### src/rtl/alu_stream.sv
// Streaming ALU: collects operands, folds them into an accumulator (echo/add/multiply/divide)
// and streams the DATA_W-bit result out a byte at a time. Divide exists only with ALU_STREAM_DIV_EN.
module alu_stream #(
    parameter int DATA_W         = 32,
    parameter bit BYTE_LSB_FIRST = 1'b1
) (
    input  logic              clk,
    input  logic              rst,
    input  logic [7:0]        opcode_i,
    input  logic              start_i,
    input  logic [DATA_W-1:0] operand_i,
    input  logic              operand_valid_i,
    input  logic              operand_last_i,
    output logic              operand_ready_o,
    output logic [7:0]        byte_o,
    output logic              byte_valid_o,
    input  logic              byte_ready_i,
    output logic              busy_o,
    output logic              error_o
);

    localparam int NBYTES = DATA_W / 8;
    localparam int IDX_W  = (NBYTES > 1) ? $clog2(NBYTES) : 1;

    localparam logic [7:0] OP_ECHO = 8'hEC;
    localparam logic [7:0] OP_ADD  = 8'hAD;
    localparam logic [7:0] OP_MUL  = 8'hAC;
`ifdef ALU_STREAM_DIV_EN
    localparam logic [7:0] OP_DIV  = 8'hD1;
    localparam int         CNT_W   = $clog2(DATA_W);
`endif

    typedef enum logic [1:0] {
        IDLE    = 2'd0,
        COLLECT = 2'd1,
        DIVIDE  = 2'd2,
        EMIT    = 2'd3
    } state_t;

    state_t            state, state_next;
    logic [7:0]        op_q;
    logic [DATA_W-1:0] acc;
    logic              got_first;
    logic              last_q;
    logic [IDX_W-1:0]  byte_idx;
    logic              error_q;

    logic              op_fire;
    logic              byte_fire;
    logic              last_byte;
    logic              start_ok;
    logic [IDX_W-1:0]  shift_idx;
    logic [DATA_W-1:0] emit_word;

`ifdef ALU_STREAM_DIV_EN
    logic [DATA_W-1:0] div_rem;
    logic [DATA_W-1:0] div_quo;
    logic [DATA_W-1:0] div_dvsr;
    logic [CNT_W-1:0]  div_cnt;
    logic [DATA_W:0]   div_shift;
    logic [DATA_W:0]   div_diff;
    logic              div_ge;
    logic [DATA_W-1:0] rem_next;
    logic [DATA_W-1:0] quo_next;
`endif

    function automatic logic op_supported(input logic [7:0] op);
        logic ok;
        ok = (op == OP_ECHO) || (op == OP_ADD) || (op == OP_MUL);
`ifdef ALU_STREAM_DIV_EN
        ok = ok || (op == OP_DIV);
`endif
        return ok;
    endfunction

    assign operand_ready_o = (state == COLLECT);
    assign byte_valid_o    = (state == EMIT);
    assign busy_o          = (state != IDLE);
    assign error_o         = error_q;

    assign op_fire   = operand_valid_i && operand_ready_o;
    assign byte_fire = byte_valid_o && byte_ready_i;
    assign last_byte = (byte_idx == IDX_W'(NBYTES - 1));
    assign start_ok  = (state == IDLE) && start_i && op_supported(opcode_i);

    // Byte lane selection: the index counts transfers, the order parameter maps it to a lane.
    always_comb begin
        shift_idx = BYTE_LSB_FIRST ? byte_idx : (IDX_W'(NBYTES - 1) - byte_idx);
        emit_word = acc >> {shift_idx, 3'b000};
        byte_o    = (state == EMIT) ? emit_word[7:0] : 8'h00;
    end

`ifdef ALU_STREAM_DIV_EN
    // One restoring step; a zero divisor always "fits", which yields an all-ones quotient.
    always_comb begin
        div_shift = {div_rem, div_quo[DATA_W-1]};
        div_diff  = div_shift - {1'b0, div_dvsr};
        div_ge    = (div_shift >= {1'b0, div_dvsr});
        rem_next  = div_ge ? div_diff[DATA_W-1:0] : div_shift[DATA_W-1:0];
        quo_next  = {div_quo[DATA_W-2:0], div_ge};
    end
`endif

    always_ff @(posedge clk or posedge rst) begin
        if (rst) begin
            state <= IDLE;
        end else begin
            state <= state_next;
        end
    end

    always_comb begin
        state_next = state;
        case (state)
            IDLE: begin
                if (start_ok) begin
                    state_next = COLLECT;
                end
            end
            COLLECT: begin
                if (op_fire) begin
                    if (op_q == OP_ECHO) begin
                        state_next = EMIT;
`ifdef ALU_STREAM_DIV_EN
                    end else if ((op_q == OP_DIV) && got_first) begin
                        state_next = DIVIDE;
`endif
                    end else if (operand_last_i) begin
                        state_next = EMIT;
                    end
                end
            end
`ifdef ALU_STREAM_DIV_EN
            DIVIDE: begin
                if (div_cnt == '0) begin
                    state_next = last_q ? EMIT : COLLECT;
                end
            end
`endif
            EMIT: begin
                if (byte_fire && last_byte) begin
                    state_next = ((op_q == OP_ECHO) && !last_q) ? COLLECT : IDLE;
                end
            end
            default: state_next = IDLE;
        endcase
    end

    always_ff @(posedge clk or posedge rst) begin
        if (rst) begin
            op_q      <= 8'h00;
            acc       <= '0;
            got_first <= 1'b0;
            last_q    <= 1'b0;
            byte_idx  <= '0;
            error_q   <= 1'b0;
`ifdef ALU_STREAM_DIV_EN
            div_rem   <= '0;
            div_quo   <= '0;
            div_dvsr  <= '0;
            div_cnt   <= '0;
`endif
        end else begin
            case (state)
                IDLE: begin
                    if (start_i) begin
                        if (op_supported(opcode_i)) begin
                            op_q      <= opcode_i;
                            error_q   <= 1'b0;
                            got_first <= 1'b0;
                            last_q    <= 1'b0;
                            byte_idx  <= '0;
                        end else begin
                            error_q <= 1'b1;
                        end
                    end
                end
                COLLECT: begin
                    if (op_fire) begin
                        got_first <= 1'b1;
                        last_q    <= operand_last_i;
                        byte_idx  <= '0;
                        if ((op_q == OP_ECHO) || !got_first) begin
                            acc <= operand_i;
                        end else if (op_q == OP_ADD) begin
                            acc <= acc + operand_i;
                        end else if (op_q == OP_MUL) begin
                            acc <= acc * operand_i;
`ifdef ALU_STREAM_DIV_EN
                        end else if (op_q == OP_DIV) begin
                            div_rem  <= '0;
                            div_quo  <= acc;
                            div_dvsr <= operand_i;
                            div_cnt  <= CNT_W'(DATA_W - 1);
                            if (operand_i == '0) begin
                                error_q <= 1'b1;
                            end
`endif
                        end
                    end
                end
`ifdef ALU_STREAM_DIV_EN
                DIVIDE: begin
                    div_rem <= rem_next;
                    div_quo <= quo_next;
                    div_cnt <= div_cnt - 1'b1;
                    if (div_cnt == '0) begin
                        acc <= quo_next;
                    end
                end
`endif
                EMIT: begin
                    if (byte_fire) begin
                        byte_idx <= last_byte ? '0 : (byte_idx + 1'b1);
                    end
                end
                default: ;
            endcase
        end
    end

endmodule

### config.mk
export PLATFORM = sky130hd
export DESIGN_NAME = alu_stream
export DESIGN_NICKNAME = d
export VERILOG_FILES = /design/src/rtl/alu_stream.sv
export SDC_FILE = /design/constraint.sdc
export NUM_CORES = 1
export LEC_CHECK = 0
export CORE_MARGIN = 1
export CORE_UTILIZATION = 58
export CTS_BUF_LIST = sky130_fd_sc_hd__clkbuf_2
export CTS_CLUSTER_DIAMETER = 30
export DETAILED_ROUTE_END_ITERATION = 7
export PLACE_DENSITY = 0.76
export SYNTH_ARGS = -nofsm -noshare
export SYNTH_HDL_FRONTEND = slang
export SYNTH_SLANG_ARGS = --single-unit
### constraint.sdc
create_clock -name clk -period 9.15 [get_ports clk]
set_input_delay 1.83 -clock clk [delete_from_list [all_inputs] [get_ports clk]]
set_output_delay 1.83 -clock clk [all_outputs]
set_load 0.1 [all_outputs]
# Word level (Yosys, flattened, before mapping)
# Index checks and enable logic that the tools add are counted.
[classes]
n_addsub = 2
n_mul = 1
eq_ne = 16
shift = 1
mux = 24
n_reduce_logical = 22
[ops]
columns = ["op", "n"]
rows = [
  ["32-bit 2-to-1 mux", 3],
  ["8-bit equality test, second input constant", 6],
  ["32-bit adder", 1],
  ["32-bit by 32-bit multiplier with 32-bit output", 1],
  ["32-bit by 5-bit >> shifter with 8-bit output", 1],
  ["2-bit 2-to-1 mux", 10],
  ["2-bit case mux with 3 select lines", 2],
  ["8-bit 2-to-1 mux", 1],
  ["2-bit by 1-bit != test with 1-bit output, second input constant", 4],
  ["4-bit AND reduction", 2],
  ["1-bit logical AND", 6],
  ["1-bit 2-to-1 mux", 6],
  ["3-bit AND reduction", 2],
  ["3-bit nonzero test", 2],
  ["5-bit AND reduction", 1],
  ["2-bit equality test, second input constant", 2],
  ["2-bit != test, second input constant", 2],
  ["1-bit case mux with 2 select lines", 2],
  ["2-bit nonzero test", 2],
  ["1-bit logical OR", 3],
  ["3-bit by 2-bit != test with 1-bit output, second input constant", 1],
  ["2-bit by 1-bit adder with 2-bit output, second input constant", 1],
  ["2-bit by 1-bit equality test with 1-bit output, second input constant", 1],
  ["1-bit zero test", 2],
  ["2 further kinds", 2],
]
[totals]
register_bits = 47
in_bits = 46
output_inout_bits = 12
elab_cells = 73

# Logic depth before layout (Yosys ltp)
[logic_depth]
depth_word = 6
ltp_mapped = 28
mapped_depth_nobuf = 26

# Worst setup path before layout
# Ideal clock, no wire load.
[synth_timing]
kind = "input to register"
start = "in operand_i[3]"
end = "reg acc[27]"
setup_time_ps = 126
arrival_ps = 8471
t_required_ps = 9024
path_slack_ps = 553
path_stages = 25
path_buffers = 2
path_cell_list = "clkbuf_1 clkbuf_1 and2_1 fa_1 inv_1 fa_1 fa_1 fa_1 inv_1 fa_1 inv_1 fa_1 inv_1 fa_1 fa_1 ha_1 nand3_1 or4_1 nor2_1 nor4_1 or2_2 o21ai_0 xnor2_1 a21oi_1 a221o_1"
[synth_between]
elab_chain_len = 4
elab_cells_between_ends = 5
classes_between = "add/sub: 1; mul: 1; mux: 3"
[synth_rtl]
columns = ["item", "line", "rtl"]
rows = [
  ["start, declared", "11", "input logic [DATA_W-1:0] operand_i,"],
  ["32-bit by 32-bit multiplier with 32-bit output", "188", "acc <= acc * operand_i;"],
  ["32-bit 2-to-1 mux", "187", "end else if (op_q == OP_MUL) begin"],
  ["32-bit 2-to-1 mux *", "185", "end else if (op_q == OP_ADD) begin"],
  ["32-bit 2-to-1 mux *", "183", "if ((op_q == OP_ECHO) || !got_first) begin"],
  ["end signal, assigned", "184", "acc <= operand_i;"],
  ["end signal, assigned", "186", "acc <= acc + operand_i;"],
  ["end signal, assigned", "188", ""],
  ["end, declared", "42", "logic [DATA_W-1:0] acc;"],
]
# Every way passes the cells marked *; elsewhere a longest branch is shown, timed or not. The select of a mux whose other input is x is not followed.
# A chain may end at the register's enable or synchronous reset.

# Final worst setup path
[layout_timing]
start = "in operand_i[9]"
end = "reg acc[27]"
# The elaborated chain is that of the path after synthesis.

==> results.toml <==
[status]
status = "completed"

[drt]
drtIter0Drc = 1497
num_vias = 16000
post_drt_wl_per_cell_um = 21.5
via_per_inst = 5.87
final_antenna_net_count = 0
detailed_route_wire_length_um = 58500
drt-pass1-iter-count = 6
drc = 0

[flow_run]
cap_viol_max_count = 0

[layout]
antennaDiodeCount = 0
fraction_of_final_layout_cells_with_drive_strength_greater_than_1_pct = 5.89
layout.core_utilization_pct = 63.8
nNetsFinal = 2883
most-common-layout-cells = "sky130_fd_sc_hd__fa_1 (409), sky130_fd_sc_hd__inv_1 (399), sky130_fd_sc_hd__and2_1 (319), sky130_fd_sc_hd__nand2_1 (291), sky130_fd_sc_hd__ha_1 (155)"
area_growth_syn_to_layout_pct = 8.34
finalNonFillerCells = 2722
layout_commonest_cell = "sky130_fd_sc_hd__fa_1"
layout.filler_cells = 2789

[floorplan]
start_util_pct = 58.9
design.core.area_um2 = 33400
floorplan.io_pins = 58
fp.dieH_um = 186
design.die.area_um2 = 34700
fp-row-count = 67
die-width_um = 186

[grt]
first_global_vias = 16800
groute.usage.overall_pct = 36.3
grt_first_pass_wirelength_um = 93500
grt_max_degree = 52
number_of_antenna_violations_at_the_first_check_in_global_routing = 1
global_route.overflow_total = 0

[placed_design]
finalWeightedCongestion = 0.969
placedCellCount = 2714
io_buffer_count = 57
place.detailed.hpwl_um = 47500

[timing]
fin_crit_sh_pct = 97.1
fmax_mhz = 113
drv_slew = 0
timing.final.crit_period_ns = 8.88
tightest_slew_ns = 1.08
report.final.hold_viol_count = 0
rsz0062_at_grt = "false"
slew_headroom_pct = 28.3
timing.hold.ws_ns = 0.497
setup_total_negative_slack_ns = 0
final-setup-viol-count = 0
skew_ns = 0.0388

[setup_path]
cp.arrival_ns = 9.28
reg2regPathDepth = 23
cpMaxStageDelayCell = "sky130_fd_sc_hd__clkdlybuf4s50_1"
timing.critical_path.required_ns = 9.55
r2r_slack_ns = 1.23
critical_path.cell_chain = "clkdlybuf4s50_1 -> ha_1 -> inv_1 -> fa_1 -> inv_1 -> fa_1 -> fa_1 -> inv_1 -> fa_1 -> inv_1 -> fa_1 -> fa_1 -> fa_1 -> fa_1 -> ha_1 -> nand3_1 -> or4_1 -> nor2_1 -> nor4_1 -> or2_2 -> o21ai_0 -> xnor2_1 -> a21oi_1 -> a221o_1"
r2r_start = "acc[13]$_DFFE_PP0P_"
reg2reg_to = "acc[27]$_DFFE_PP0P_"
cp_common_cell = "sky130_fd_sc_hd__fa_1"
worst-setup-path-type = "in -> reg"
worst_stage_delay_on_the_critical_path_ns = 0.67
crit_path_max_fanout = 4
timing.critical_path.from_type = "primary input"
critical_path.endpoint_type = "register"

[clock_network]
post_cts_hold_buffer_count = 0
clock_path_buffers = 2
cts_tree = "yes"
post_cts_buffers = 0
cts.repair.resized = 0
cts-buffers-inserted = 5
root_buffer = "sky130_fd_sc_hd__clkbuf_2"
clk_latency_ns = 0.47
cts.clk_slew.worst_paths_ns = 0.28
ctsHtreeMaxLevel = 2
cts_num_sinks = 47

[hold_path]
worst_hold_path_type = "reg -> reg"
hold_depth = 1
min_delay_worst_endpoint = "op_q[7]$_DFFE_PP0P_"
hold_start = "op_q[7]$_DFFE_PP0P_"

[yosys]
avgSynthCellArea_um2 = 8.88
mappedNetlistArea_um2 = 19700
yosys_warnings = 0
syn_inst = 2218
ys_types = 65
postSynth.asyncResetShare_pct = 100
synth_nets = 2828
ys_dominant_reg_cell = "sky130_fd_sc_hd__dfrtp_1"
synth_enable_flop_cells = 0
yosysSeqAreaShare_pct = 5.97
ys_seq_elements = 47
per-stage QoR:
| stage | setup WS (ns) | area (um^2) |
|---|---|---|
| after floorplan | 0.553 | 19700 |
| after global routing | 0.0299 | 21300 |
| after detailed placement | -0.155 | 21300 |
| after CTS | 0.338 | 21300 |
| final | 0.268 | 21300 |
| after global placement | -0.0605 | 21300 |
Yosys cell counts, drive strengths merged (5+ instances only):
cell type  number  area share (%)
xnor2          74             3.3
inv           400             7.6
o21a           10            0.38
nor3            5            0.13
clkbuf        111             2.1
dfrtp          47             6.0
mux4            8            0.91
o21ai          71             1.8
a21oi          72             1.8
ha            155             9.8
nand3          10            0.25
o31ai           5            0.22
or3             6            0.19
xor2           32             1.4
a21o           19            0.72
nand2b         11            0.35
nor2           42            0.80
a31oi           6            0.19
o21bai         12            0.46
and3           10            0.32
a211o           6            0.27
and2          319              10
o22ai           5            0.16
o211ai         14            0.53
nand2         291             5.5
fa            409              42
a211oi          8            0.30
flip-flops by register name, indices dropped and copies added (netlist names):
| register | count |
|---|---|
| last_q | 1 |
| acc | 32 |
| byte_idx | 2 |
| error_o | 1 |
| got_first | 1 |
| op_q | 8 |
| state | 2 |
area by class of cell:
type	instances	area [um^2]	area share, %
clock buffer	6	30.0	0.141
clock inverter	2	12.5	0.0586
inverter	400	1500	7.04
multi-input combinational	1657	16600	77.8
sequential	47	1180	5.51
tap	448	561	2.63
timing repair buffer	162	1460	6.84
worst max-delay path, delay by kind of cell:
kind / cells / cell delay [ns]
simple gates: 5 / 1.21
fa+ha+maj: 10 / 4.42
compound gates: 3 / 0.67
xor+xnor: 1 / 0.16
buf+inv: 5 / 0.98
kinds of logic (layout without fill, tap and decap cells):
kind of cell	Yosys count	count (layout)	synth area share [%]
buf+inv	514	570	9.82
mux	10	10	1.02
xor+xnor	106	106	4.71
flops	47	47	5.97
simple gates	720	720	18.7
compound gates	257	257	8.33
fa+ha+maj	564	564	51.4
layer usage:
layer	up-vias	global-route usage, %	wire (um)
met1	8048	51.2	23900
met4	0	12.5	2360
met5	-	0	0
li1	6888	-	-
met3	145	6.02	6210
met2	887	56.9	26100
worst max-delay path by stage:
| stage | from | end | slack (ns) | cells past startpoint |
|---|---|---|---|---|
| 6_report | operand_i[9] | acc[27]$_DFFE_PP0P_ | 0.27 | 24 |
| 5_1_grt | operand_i[2] | acc[27]$_DFFE_PP0P_ | 0.03 | 25 |
| 4_1_cts | operand_i[9] | acc[30]$_DFFE_PP0P_ | 0.34 | 26 |
| 3_5_place_dp | operand_i[2] | acc[27]$_DFFE_PP0P_ | -0.15 | 25 |
| 3_3_place_gp | operand_i[9] | acc[27]$_DFFE_PP0P_ | -0.06 | 24 |
| 2_1_floorplan | operand_i[3] | acc[27]$_DFFE_PP0P_ | 0.55 | 25 |
Power is not shown: default switching activity piles up to over one toggle a cycle in this logic, so the estimate is an artifact.
